`src/rtl/adiantamento_pkg.sv`:
```
// Shared types for the forwarding unit: selector encoding, pipeline slot record, source test.
// The slot record stores a LARGURA_REG_PKG-bit index; the top-level LARGURA_REG must equal it.
package adiantamento_pkg;

  localparam int unsigned LARGURA_REG_PKG = 5;

  typedef enum logic [1:0] {
    SEL_REGISTRADOR = 2'b00,
    SEL_EX_MEM      = 2'b01,
    SEL_MEM_WB      = 2'b10
  } seletor_t;

  localparam logic [LARGURA_REG_PKG-1:0] REG_ZERO = '0;

  typedef struct packed {
    logic                       valido;
    logic [LARGURA_REG_PKG-1:0] rd;
    logic                       escreve;
    logic                       le_mem;
  } slot_t;

  // A slot can only forward if it really writes a non-zero register.
  function automatic logic eh_fonte(input slot_t s);
    return s.valido && s.escreve && (s.rd != REG_ZERO);
  endfunction

endpackage

```
`src/rtl/comparador_adiantamento.sv`:
```
// Per-operand forwarding select: newest producer (EX) wins over MEM, else register file.
module comparador_adiantamento
  import adiantamento_pkg::*;
(
  input  logic [LARGURA_REG_PKG-1:0] indice,
  input  slot_t                      slot_ex,
  input  slot_t                      slot_mem,
  output seletor_t                   seletor
);

  always_comb begin
    seletor = SEL_REGISTRADOR;
    if (eh_fonte(slot_ex) && (slot_ex.rd == indice)) begin
      seletor = SEL_EX_MEM;
    end else if (eh_fonte(slot_mem) && (slot_mem.rd == indice)) begin
      seletor = SEL_MEM_WB;
    end
  end

endmodule

```
`src/rtl/unidade_adiantamento.sv`:
```
// Forwarding and load-use hazard unit: tracks EX/MEM destinations, registers ALU operand selects.
// Optional stall counter enabled by defining CONTADOR_BOLHAS_EN.
module unidade_adiantamento
  import adiantamento_pkg::*;
#(
  parameter int unsigned LARGURA_REG      = 5,
  parameter int unsigned LARGURA_CONTADOR = 32
) (
  input  logic                        clock,
  input  logic                        reset,
  input  logic                        habilita,
  input  logic                        flush,
  input  logic                        id_valido,
  input  logic [LARGURA_REG-1:0]      id_rs,
  input  logic [LARGURA_REG-1:0]      id_rt,
  input  logic [LARGURA_REG-1:0]      id_rd,
  input  logic                        id_escreve_reg,
  input  logic                        id_le_memoria,
  output logic [1:0]                  seletor_a,
  output logic [1:0]                  seletor_b,
  output logic                        bolha,
  output logic [LARGURA_CONTADOR-1:0] contador_bolhas
);

  slot_t    slot_ex, slot_mem, slot_id;
  seletor_t sel_a_q, sel_b_q, sel_a_d, sel_b_d;
  logic     hazard;

  assign slot_id = '{valido:  id_valido,
                     rd:      id_rd,
                     escreve: id_escreve_reg,
                     le_mem:  id_le_memoria};

  comparador_adiantamento u_comp_a (
    .indice   (id_rs),
    .slot_ex  (slot_ex),
    .slot_mem (slot_mem),
    .seletor  (sel_a_d)
  );

  comparador_adiantamento u_comp_b (
    .indice   (id_rt),
    .slot_ex  (slot_ex),
    .slot_mem (slot_mem),
    .seletor  (sel_b_d)
  );

  always_comb begin
    hazard = id_valido && slot_ex.le_mem && eh_fonte(slot_ex) &&
             ((id_rs == slot_ex.rd) || (id_rt == slot_ex.rd));
  end

  assign bolha = hazard && !flush;

  // A stalled or flushed ID instruction is replaced in EX by an invalid record with 00 selects.
  always_ff @(posedge clock) begin
    if (!reset) begin
      slot_ex  <= '0;
      slot_mem <= '0;
      sel_a_q  <= SEL_REGISTRADOR;
      sel_b_q  <= SEL_REGISTRADOR;
    end else if (habilita) begin
      slot_mem <= slot_ex;
      if (flush || bolha) begin
        slot_ex <= '0;
        sel_a_q <= SEL_REGISTRADOR;
        sel_b_q <= SEL_REGISTRADOR;
      end else begin
        slot_ex <= slot_id;
        sel_a_q <= sel_a_d;
        sel_b_q <= sel_b_d;
      end
    end
  end

  assign seletor_a = sel_a_q;
  assign seletor_b = sel_b_q;

`ifdef CONTADOR_BOLHAS_EN
  logic [LARGURA_CONTADOR-1:0] contador_q;

  always_ff @(posedge clock) begin
    if (!reset) begin
      contador_q <= '0;
    end else if (habilita && bolha) begin
      contador_q <= contador_q + LARGURA_CONTADOR'(1);
    end
  end

  assign contador_bolhas = contador_q;
`else
  assign contador_bolhas = '0;
`endif

endmodule

```
`config.mk`:
```
export PLATFORM = sky130hd
export DESIGN_NAME = unidade_adiantamento
export DESIGN_NICKNAME = d
export VERILOG_FILES = /design/src/rtl/adiantamento_pkg.sv /design/src/rtl/comparador_adiantamento.sv /design/src/rtl/unidade_adiantamento.sv
export SDC_FILE = /design/constraint.sdc
export NUM_CORES = 1
export LEC_CHECK = 0
export ABC_AREA = 1
export ABC_CLOCK_PERIOD_IN_PS = 1500
export CAP_MARGIN = 20
export CORE_UTILIZATION = 43
export DETAILED_ROUTE_END_ITERATION = 10
export GPL_TIMING_DRIVEN = 0
export PLACE_DENSITY = 0.89
export SLEW_MARGIN = 10
export SYNTH_ARGS = -nofsm -noshare
export SYNTH_HDL_FRONTEND = slang
export SYNTH_SLANG_ARGS = --single-unit
export TNS_END_PERCENT = 20
```
`constraint.sdc`:
```
create_clock -name clock -period 1.5 [get_ports clock]
set_clock_uncertainty 0.1 [all_clocks]
set_input_delay 0.3 -clock clock [delete_from_list [all_inputs] [get_ports clock]]
set_output_delay 0.3 -clock clock [all_outputs]
set_load 0.005 [all_outputs]
```
* Word-level counts from Yosys, hierarchy flattened
Index checks and enable logic that the tools add are counted.
** Storage, ports and cells
- Logic and storage cells :: 39
- Register bits :: 19
- Output and inout bits :: 37
** Cells by class
- Eq/ne operators :: 6
- Reductions and logical operators :: 17
- Multiplexer cells :: 7
** Operators by type and width (number)
- 5-bit equality test :: 6
- 1-bit logical AND :: 12
- 2-bit two-way mux :: 6
- 5-bit nonzero test :: 2
- 8-bit two-way mux :: 1
- 1-bit logical OR :: 2
- 1-bit logical NOT :: 1

* Logic depth before layout (Yosys ltp)
- Depth after elaboration :: 7
- Mapped depth :: 10

* Cells and area by module
A second synthesis with hierarchy kept.
** Unflattened totals
- Cells, all modules :: 314
- Area, all modules :: 1829.3 um^2
** By module, submodules not included
- unidade_adiantamento :: area an instance 1353.8 um^2, instances 1, cells an instance 194
- comparador_adiantamento :: area an instance 237.7 um^2, instances 2, cells an instance 60

* Worst setup path before layout
Ideal clock, no wire load.
- Path type :: register to output
- Start :: register, netlist name slot_ex[2]
- End :: output bolha
- Path slack :: 11 ps
- Stages on the path, launching flop included :: 10
- Buffers on the path :: 1
- Data arrival time :: 1089 ps
- Path through :: dfxtp_1 inv_1 nand2_1 nand2_1 nor2_2 nand3_2 nand2_2 nand2_4 buf_8 nor2_1
** Between the ends
- Word-level cells in the longest chain between the ends :: 5
- Elaborated cells on any way between the ends :: 8
- Those cells by class :: eq/ne (2); reduce/logical (6)
** Ends and longest elaborated chain
- 5-bit nonzero test :: line adiantamento_pkg.sv:24 : return s.valido && s.escreve && (s.rd != REG_ZERO);
- 1-bit logical AND :: line adiantamento_pkg.sv:24
- 1-bit logical AND :: line unidade_adiantamento.sv:49 : hazard = id_valido && slot_ex.le_mem && eh_fonte(slot_ex) &&
- 1-bit logical AND (*) :: line unidade_adiantamento.sv:49
- 1-bit logical AND (*) :: line unidade_adiantamento.sv:53 : assign bolha = hazard && !flush;
- to (decl) :: line unidade_adiantamento.sv:21 : output logic bolha,
Every way passes the cells marked *; elsewhere a longest branch is shown, timed or not.

* Worst setup path after layout
- Start :: input id_rs[4]
- End :: output bolha
** Between the ends
- Word-level cells in the longest chain between the ends :: 4
** Ends and longest elaborated chain
- from (decl) :: line unidade_adiantamento.sv:14 : input logic [LARGURA_REG-1:0] id_rs,
- 5-bit equality test :: line unidade_adiantamento.sv:50 : ((id_rs == slot_ex.rd) || (id_rt == slot_ex.rd));
- 1-bit logical OR :: line unidade_adiantamento.sv:50
- 1-bit logical AND :: line unidade_adiantamento.sv:49
- 1-bit logical AND :: line unidade_adiantamento.sv:53
No other way between the ends.

==> impl_metrics.ini <==
[place]
place_hpwl_microns = 2400
port_buffers = 26
gp_congestion = 0.881
dp_slack_ps = -1040

[routing]
num_vias = 1450
wl_per_cell_microns = 9.63
totalWireLength_microns = 3240
drt-initial-drc-count = 83
viasPerCell = 4.32
drc = 0
postRouteAntennaNets = 0
first_pass_iters = 4

[setup_path]
arrival_ps = 1560
rr_startpoint = slot_ex[4]
critical_path.startpoint = id_rs[4]
crit_type = input pin to output pin
cp-end-kind = output pin
crit_fanout = 2
ff2ff_path_depth = 11
critPathLaunchType = input pin
critPathRequiredTime_ps = 1100

[global_routing]
antenna_found_initial = 0
grt_pass1_wl_microns = 5320
grt_pass1_vias = 1264
grt_max_degree = 12
overflow = 0
grt.total_usage_pct = 19.8

[synth]
yosysWarnings = 0
yosys.cell_types.count = 25
ys_seq_area_share_pct = 26.2
synth_edf_count = 0
netlist.top_cell.by_area = dfxtp_1
synth-seq-cells = 19
avgSynthCellArea_sq_um = 6.46
async_flop_share_pct = 0
synth_flop_cell = dfxtp_1
ys_top_cells_by_area = dfxtp_1 (26%), nand2_1 (17%), buf_4 (17%)
synth_area_sq_mm = 0.00145
synthCells = 225
synth_top_area_share_pct = 26.2

[worst_hold_path]
hold_class = register to register
hold_path.startpoint = seletor_b[1]
hold_depth = 2

[final_layout]
area_growth_pct = 36.1
antennaDiodeCount = 0
drive_gt1_share_pct = 26.4
finalNetCount = 315

[floorplanning]
die_h_microns = 60.1
rows = 20
dieWidth_microns = 60.1
io_pins = 59
die_area_sq_mm = 0.00362
coreArea_sq_mm = 0.00313
start_util_pct = 46.5

[timing]
fin_crit_sh_pct = 131
setup_viol = 13
hold_violations = 0
rsz0062_at_grt = yes
timing.fmax_ghz = 0.510
maxSlewViolCount = 0
period_minus_slack_ps = 1960
timing.final.ws_setup_ps = -460
holdWs_ps = 372

[clock_tree]
insertion_delay_ps = 310
numCtsBuffers = 3
htreeDepth = 1
clockBufferDepth = 2
cts_tree = yes
cts.sinks = 19
cts_root_buf = clkbuf_4
clk_pin_slew_ps = 110

[pwr]
power_density_mw_per_mm2 = 560
peakVddDrop_uv = 403
power_mw = 1.11
power_leakage_nw = 1.03

[outcome]
violations = setup timing
status = finished with violations

[flow_run]
cap_viol_max_count = 0
## sequential cells by signal, summed over array words and instances, names as in the netlist
| signal | count |
|---|---|
| seletor_a | 2 |
| seletor_b | 2 |
| slot_ex | 8 |
| slot_mem | 7 |
## worst max-delay path, stage by stage
cell             delay (ps)
clkdlybuf4s50_1         510
xnor2_1                 160
nand3_2                 140
nand2_2                 110
nand2_4                  50
buf_8                   120
nor2_4                   60
buf_2                   110
## what timing repair did
| action | CTS | global route |
|---|---|---|
| setup buffers | 4 | 3 |
| hold endpoints to repair | 0 | 0 |
| endpoints found under the setup margin | 14 | 19 |
| hold buffers | 0 | 0 |
| gates resized for setup | 37 | 5 |
| pin swaps | 7 | 4 |
## Yosys cell counts, types with 2 or more instances
cell type  instances
nand2_1           67
nor2_1            21
o21ai_0            9
nand3b_1           8
a21oi_1           15
nand3_1            8
inv_1             21
nand3_2            4
nor2_2             2
xnor2_1            2
xor2_1             2
dfxtp_1           19
nor3_1             2
buf_4             33
buf_6              2
## layout by cell type (no fill, tap or decap), types with 4 or more instances in the layout
master           netlist  layout
nand2_1               67      65
buf_4                 33      39
conb_1                 1      32
inv_1                 21      18
nor2_1                21      17
a21oi_1               15      15
dlygate4sd2_1          0      13
clkdlybuf4s50_1        0      12
dfxtp_1               19      10
o21ai_0                9       9
nand3b_1               8       8
nand3_1                8       8
dfxtp_2                0       6
nor2_2                 2       5
nand3_2                4       4
## stage by stage
stage	cells	TNS [ps]	instance area, sq um	util, %
finish	336	-1350	1980	63.3
detailed placement	326	-7330	1890	60.3
global route	336	-2490	1980	63.3
floorplan	256	0	1570	-
global placement	326	-6570	1890	60.3
CTS	334	-925	1950	62.4
## where the power goes
| group | switching (mW) | leakage [nW] | internal, mW | total [mW] |
|---|---|---|---|---|
| clock network | 0.164 | 0.0177 | 0.0996 | 0.264 |
| registers | 0.0218 | 0.160 | 0.520 | 0.542 |
| logic | 0.145 | 0.853 | 0.159 | 0.303 |
| total | 0.331 | 1.03 | 0.779 | 1.11 |
## routing by layer
layer  vias to the layer above  track usage [%]  share of wire, %  routed length [microns]
met5                         -                0                 0                        0
met2                        47             33.0                49                     1570
li1                        771                -                 -                        -
met4                         0             8.31               1.4                       46
met1                       627             25.6                44                     1430
met3                         5             2.16               5.8                      189
## path summary, 6_finish.rpt
| path | to | slack, ps |
|---|---|---|
| worst max-delay path | bolha | -460 |
| worst min-delay path | seletor_b[1] | 370 |
| worst max register to register | slot_ex[2] | -100 |
| worst min register to register | seletor_b[1] | 370 |
## cells by family after synthesis
kind of cell,Yosys count,synth area share [%]
compound gates,25,8.86
simple gates,115,35.5
xor+xnor,4,2.41
buf+inv,61,26.8
other cells,1,0.258
flops,19,26.2
## layout make-up
type / count / area [sq um]
tap: 44 / 55.1
inverter: 23 / 88.8
timing repair buffer: 32 / 284
fill: 299 / 1150
sequential: 19 / 399
clock inverter: 1 / 5.00
multi-input combinational: 176 / 821
buffer: 38 / 304
clock buffer: 3 / 22.5
(Power assumes the default switching activity.)
